### src/rtl/vga_frame_signature.sv
// rtl/vga_frame_signature.sv - per-frame CRC-32 signature and geometry monitor for the VGA output path
//
// Ports:
//   clk, rst_n        pixel clock, asynchronous active-low reset
//   arm, abort        1-cycle control pulses (start capture / return to idle)
//   vs, hblnk, vblnk  video timing; a frame boundary is the falling edge of vs
//   r, g, b           pixel colour, hashed as {r,g,b}
//   exp_sig           expected signature of the frame being posted
//   busy, done        capture in progress / capture sequence complete (levels)
//   sig_valid         1-cycle pulse with signature, frame_idx, match, geom_err
module vga_frame_signature #(
  parameter int COLOR_W  = 4,
  parameter int H_ACTIVE = 1024,
  parameter int V_ACTIVE = 768,
  parameter int FRAMES   = 2
) (
  input  logic               clk,
  input  logic               rst_n,
  input  logic               arm,
  input  logic               abort,
  input  logic               vs,
  input  logic               hblnk,
  input  logic               vblnk,
  input  logic [COLOR_W-1:0] r,
  input  logic [COLOR_W-1:0] g,
  input  logic [COLOR_W-1:0] b,
  input  logic [31:0]        exp_sig,
  output logic               busy,
  output logic               sig_valid,
  output logic [31:0]        signature,
  output logic [7:0]         frame_idx,
  output logic               match,
  output logic               geom_err,
  output logic               done
);

  localparam int          PIX_W      = 3 * COLOR_W;
  localparam logic [31:0] POLY       = 32'h04C1_1DB7;
  localparam logic [20:0] PIX_EXP    = 21'(H_ACTIVE * V_ACTIVE);
  localparam logic [10:0] LINE_EXP   = 11'(V_ACTIVE);
  localparam logic [7:0]  LAST_FRAME = 8'(FRAMES - 1);

  typedef enum logic [1:0] {IDLE, SYNC, ACCUM, DONE} state_t;

  state_t      state;
  logic        vs_d;
  logic        hblnk_d;
  logic [31:0] crc;
  logic [20:0] pix_cnt;
  logic [10:0] line_cnt;
  logic [7:0]  frame_cnt;

  logic             vs_fall;
  logic             active;
  logic             line_start;
  logic [PIX_W-1:0] pix;

  assign vs_fall    = vs_d & ~vs;
  assign active     = ~hblnk & ~vblnk;
  assign line_start = hblnk_d & ~hblnk & ~vblnk;
  assign pix        = {r, g, b};

  // Bit-serial CRC-32, MSB of the pixel word first, unrolled over one pixel.
  function automatic logic [31:0] crc_step(input logic [31:0] c, input logic [PIX_W-1:0] d);
    logic [31:0] n;
    n = c;
    for (int i = PIX_W - 1; i >= 0; i--) begin
      if (n[31] ^ d[i]) n = {n[30:0], 1'b0} ^ POLY;
      else              n = {n[30:0], 1'b0};
    end
    return n;
  endfunction

  always_ff @(posedge clk or negedge rst_n) begin
    if (!rst_n) begin
      state     <= IDLE;
      vs_d      <= 1'b0;
      hblnk_d   <= 1'b0;
      crc       <= 32'hFFFF_FFFF;
      pix_cnt   <= '0;
      line_cnt  <= '0;
      frame_cnt <= '0;
      busy      <= 1'b0;
      sig_valid <= 1'b0;
      signature <= '0;
      frame_idx <= '0;
      match     <= 1'b0;
      geom_err  <= 1'b0;
      done      <= 1'b0;
    end else begin
      vs_d      <= vs;
      hblnk_d   <= hblnk;
      sig_valid <= 1'b0;
      if (abort) begin
        // Results of the last completed frame stay visible; the partial frame is dropped.
        state <= IDLE;
        busy  <= 1'b0;
        done  <= 1'b0;
      end else begin
        case (state)
          IDLE, DONE: begin
            // A vs edge in the arming cycle is deliberately not treated as a frame start.
            if (arm) begin
              state     <= SYNC;
              busy      <= 1'b1;
              done      <= 1'b0;
              frame_cnt <= '0;
            end
          end
          SYNC: begin
            if (vs_fall) begin
              crc      <= 32'hFFFF_FFFF;
              pix_cnt  <= '0;
              line_cnt <= '0;
              state    <= ACCUM;
            end
          end
          ACCUM: begin
            if (vs_fall) begin
              // Post the finished frame and restart accumulation on the same edge;
              // the pixel of the edge cycle itself is not hashed.
              sig_valid <= 1'b1;
              signature <= crc;
              match     <= (crc == exp_sig);
              geom_err  <= (pix_cnt != PIX_EXP) || (line_cnt != LINE_EXP);
              frame_idx <= frame_cnt;
              crc       <= 32'hFFFF_FFFF;
              pix_cnt   <= '0;
              line_cnt  <= '0;
              if (frame_cnt == LAST_FRAME) begin
                state <= DONE;
                busy  <= 1'b0;
                done  <= 1'b1;
              end else begin
                frame_cnt <= frame_cnt + 8'd1;
              end
            end else begin
              if (active) begin
                crc <= crc_step(crc, pix);
                if (pix_cnt != '1) pix_cnt <= pix_cnt + 21'd1;
              end
              if (line_start && (line_cnt != '1)) line_cnt <= line_cnt + 11'd1;
            end
          end
          default: state <= IDLE;
        endcase
      end
    end
  end

endmodule

### config.mk
export PLATFORM = sky130hd
export DESIGN_NAME = vga_frame_signature
export DESIGN_NICKNAME = d
export VERILOG_FILES = /design/src/rtl/vga_frame_signature.sv
export SDC_FILE = /design/constraint.sdc
export NUM_CORES = 1
export LEC_CHECK = 0
export ABC_AREA = 1
export BUFFER_PORTS_ARGS = -buffer_cell sky130_fd_sc_hd__buf_2
export CORE_MARGIN = 3
export CORE_UTILIZATION = 57
export DETAILED_ROUTE_END_ITERATION = 16
export HOLD_SLACK_MARGIN = 0.15
export PLACE_DENSITY = 0.86
export SKIP_CTS_REPAIR_TIMING = 1
export SLEW_MARGIN = 20
export SYNTH_ARGS = -nofsm -noshare
export SYNTH_HDL_FRONTEND = slang
export SYNTH_SLANG_ARGS = --single-unit
### constraint.sdc
create_clock -name clk -period 2.5 [get_ports clk]
set_input_delay 0.125 -clock clk [delete_from_list [all_inputs] [get_ports clk]]
set_output_delay 0.125 -clock clk [all_outputs]
set_load 0.05 [all_outputs]
* Word-level counts from Yosys, hierarchy flattened *
Index checks and enable logic that the tools add are counted.

word-level totals
  bits in registers = 121
  output and inout port bits = 45
  word-level logic and storage cells = 175

cells by class
  add/subtract/negate cells = 3
  equal/unequal tests = 20
  mux-type cells = 92
  bitwise gates (word level) = 32
  reduce and logical (&&, ||, !) cells = 14

operators with widths
  operator               count
  $mux 32                47
  $mux 27                12
  $not 14->14            12
  $mux 21                4
  $pmux 32 s2            1
  $pmux 21 s2            1
  $mux 11                3
  $eq 32x32->1           1
  $mux 8                 3
  $pmux 11 s2            1
  $add 21x1->21 const B  1
  $ne 21x20->1 const B   1
  $ne 21x21->1 const B   1
  $ne 3x3->1 const B     7
  $pmux 8 s2             1
  $reduce_and 4->1       4
  $xor 1x1->1            12
  $add 11x1->11 const B  1
  $mux 1                 11
  $ne 11x10->1 const B   1
  $ne 11x11->1 const B   1
  $mux 2                 5
  $reduce_and 5->1       2
  $add 8x1->8 const B    1
  other kinds (15)       27

* Depth between registers and ports, before layout *
  depth in word-level cells = 71
  mapped depth = 16
  gate-level depth less buffers = 16

* Least setup slack after synthesis *
Ideal clock, no wire load.

  kind = register -> register
  start = reg state[0]
  end = reg crc[25]
  data arrival time = 1.824 ns
  data required time = 2.422 ns
  slack = 0.599 ns
  stages on the path, launching flop included = 13
  buffers on the path = 3
  cells stage by stage = dfrtp_1 > inv_1 > ha_1 > buf_2 > inv_2 > nor2_2 > inv_1 > nor2_1 > buf_2 > buf_4 > nand2_1 > o22ai_1 > inv_1

on the way
  longest elaborated chain between the ends = 3
  elaborated cells on any way between the ends = 7
  those cells by class = 4 x eq/ne; 1 x mux; 2 x reduce/logical

ends and longest elaborated chain
  what                                                RTL line  text
  from (decl)                                         45        state_t state;
  from (signal assigned)                              76        state <= IDLE;
  from (signal assigned)                              96        state <= IDLE;
  from (signal assigned)                              104       state <= SYNC;
  $eq 2x2->1 or $eq 2x1->1 (tied branches)            100       case (state)
  $ne 3x3->1 (no line), or another cell as far along  n/a
  $reduce_and 4->1 (no line)                          n/a
  to (signal assigned)                                139       crc <= crc_step(crc, pix);
  to (decl)                                           48        logic [31:0] crc;

Several ways; a longest one is shown, not always the timed one.
A chain may end at the register's enable or synchronous reset.

* Worst setup path in the final report *
  start = reg state[0]
  end = reg line_cnt[6]

on the way
  longest elaborated chain between the ends = 3
  elaborated cells on any way between the ends = 7
  those cells by class = 4 x eq/ne; 1 x mux; 2 x reduce/logical

ends and longest elaborated chain
  what                                                RTL line  text
  $eq 2x2->1 or $eq 2x1->1 (tied branches)            100
  $ne 3x3->1 (no line), or another cell as far along  n/a
  $reduce_and 4->1 (no line)                          n/a
  to (signal assigned)                                142       if (line_start && (line_cnt != '1)) line_cnt <= line_cnt + 11'd1;
  to (decl)                                           50        logic [10:0] line_cnt;

Several ways; a longest one is shown, not always the timed one.

==> impl_metrics.tcl <==
set metrics [dict create \
    yosysWarnings 0 \
    synth_cells 1042 \
    antenna_found_initial 0 \
    yosysTopAreaCell "dfrtp_1" \
    cts-htree-levels 4 \
    grt_usage_pct 29.82 \
    cts.clk_slew.worst_paths_ps 60 \
    clk_root_buffer_cell "clkbuf_16" \
    cp_data_required_time_ps 2820 \
    async_flop_share_pct 100.0 \
    power.net_switching_uw 5858 \
    rsz0062_at_grt "false" \
    synth_common_cells "nand2_1 (318), inv_1 (130), dfrtp_1 (89)" \
    n_antenna_cell 0 \
    core_mm2 0.01288 \
    drive_gt1_share_pct 19.09 \
    place_inst 1303 \
    seq_area_frac_synth_pct 39.97 \
    setup_tns_ps 0 \
    dr.pass1.iters 6 \
    clock_power_share_pct 22.4 \
    grt_pass1_vias 6875 \
    syn-cell-area_mm2 0.007675 \
    crit_chain "inv_1, ha_1, buf_4, inv_2, nor2_2, buf_4, o21ai_0, nand2_1, inv_1, nand3_1, and3_1" \
    drtAntennaViolNets 0 \
    num_vias 7484 \
    finalCritPeriodShare_pct 91.55 \
    yosys_register_bits 121 \
    peakVddDrop_mv 0.7020 \
    cap_violations 0 \
    pin_count 96 \
    slowest_stage "inv_1" \
    critPathKind "register to register" \
    syn_avg_cell_area_um2 7.366 \
    switching_share_pct 48.17 \
    timing.clock.skew_ps 6.439 \
    port_buffers 95 \
    worstPathArrival_ps 2610 \
    syn_nets 1101 \
    start_kind "register" \
    die_h_um 122.0 \
    p_int_uw 6303 \
    hold_path.class "primary input to register" \
    slew_viol_final 0 \
    hold_violations 0 \
    synth_cell_types 47 \
    worst_slew_pin_slew_ps 743.3 \
    use_met3_pct 6.128 \
    synth_top_cell_area_share_pct 29.02 \
    clockBufferDepth 2 \
    design_area_mm2 0.009112 \
    synthTopCellsByArea "dfrtp_1 (29%), nand2_1 (16%), dfstp_2 (11%)" \
    place_ws_ps 223.7 \
    drc 0 \
    drtIter0Drc 850 \
    start_util_pct 59.61 \
    fmax_mhz 436.9 \
    worst-path-buf-inv 5 \
    place_hpwl_mm 15.56 \
    end_kind "register" \
    rows 41 \
    grt_max_degree 122 \
    met2_usage_pct 44.65 \
    final_cells 1340 \
    wire_per_inst_um 16.11 \
    use_met1_pct 43.23 \
    pwr-share-comb_pct 50.2 \
    die_x_um 122.0 \
    crit_family "buffers and inverters" \
    gp_congestion 0.9790 \
    p_leak_uw 0.004592 \
    post-route-min-period_ps 2289 \
    status "finished, final reports clean" \
    insertion_delay_ps 430 \
    slew_headroom_pct 50.44 \
    die_area_mm2 0.01489 \
    cts_tree "built" \
    areaGrowthSynthToFinish_pct 18.73 \
    overflow 0 \
    busiest_layer "met2" \
    grt_pass1_wl_mm 34.58 \
    setup_viol 0 \
    synthFlopType "dfrtp_1" \
    routed_via_density 5.585 \
    cts_buffers 17 \
    wl_mm 21.59 \
    cts_sinks 121 \
    cp_max_fo 16 \
    p_per_area_mw_per_mm2 1335 \
    fin_nets 1214 \
    setup_ws_ps 211.3 \
    max_stage_delay_ps 390 \
    synth-edff-count 0 \
    synth_most_common_cell "nand2_1" \
    pwr-share-seq_pct 27.4 \
    dpl-instance-area_mm2 0.008408 \
]
[state kept, by name, summed over array words and instances, names as in the netlist, 2 cells and up]
register   count
crc           32
frame_cnt      8
frame_idx      8
line_cnt      11
pix_cnt       21
signature     32
state          2
[final timing paths]
| kind | start | to | slack (ps) | cells after the start |
|---|---|---|---|---|
| worst max register to register | state[0] | line_cnt[6] | 210 | 11 |
| worst min-delay path | exp_sig[4] | match | 110 | 6 |
| max in group asynchronous | rst_n | state[1] | 1600 | 3 |
| worst min register to register | match | match | 470 | 2 |
| min in group asynchronous | rst_n | pix_cnt[5] | 260 | 3 |
| worst max-delay path | state[0] | line_cnt[6] | 210 | 11 |
[stage by stage]
stage          util, %  hold WS (ps)  power [µW]
2_1_floorplan        -        -170.6        7683
3_3_place_gp     65.30         257.4        9185
3_5_place_dp     65.30         258.9        9267
4_1_cts          70.36        -186.4       12090
5_1_grt          70.77         163.3       12950
6_report         70.77         109.3       12160
[cells by family after synthesis]
family / share of synthesized area (%)
simple gates: 30.76
buf+inv: 8.054
compound gates: 9.472
flops: 39.97
xor+xnor: 10.43
fa+ha+maj: 1.304
[tightest hold or removal path, stage by stage]
cell     delay, ps
buf_2           80
nand2_1         50
nand4_1         80
nor2_1          50
nand3_1         60
nand2_1         50
[power groups by stage]
stage | Sequential [µW] | Clock (µW) | Combinational (µW)
global route | 3400 | 2840 | 6720
global placement | 3310 | 0 | 5880
floorplan | 4320 | 0 | 3360
detailed placement | 3330 | 0 | 5940
CTS | 3310 | 2750 | 6030
finish | 3330 | 2730 | 6110
[placed cells by master (no fill, tap or decap), drive strengths merged, types with 23 or more instances in the layout]
cell     n
buf    110
a21oi   29
xor2    59
nand3   72
inv    139
dfrtp   89
dfstp   32
nand2  336
nor2    58
xnor2   23
o21ai   83
nand4   24
[area by class of cell]
| type | instances | area, µm² |
|---|---|---|
| inverter | 138 | 518.0 |
| clock buffer | 18 | 429.2 |
| multi-input combinational | 762 | 3994 |
| fill | 1018 | 3764 |
| timing repair buffer | 115 | 665.6 |
| sequential | 121 | 3068 |
| clock inverter | 14 | 222.7 |
| tap | 172 | 215.2 |
[metal layers]
| layer | wire, µm | vias up |
|---|---|---|
| met5 | 0 | - |
| met4 | 475 | 0 |
| met3 | 1832 | 49 |
| met2 | 9717 | 364 |
| met1 | 9564 | 3488 |
| li1 | - | 3583 |
Power figures use the tool's default switching activity.
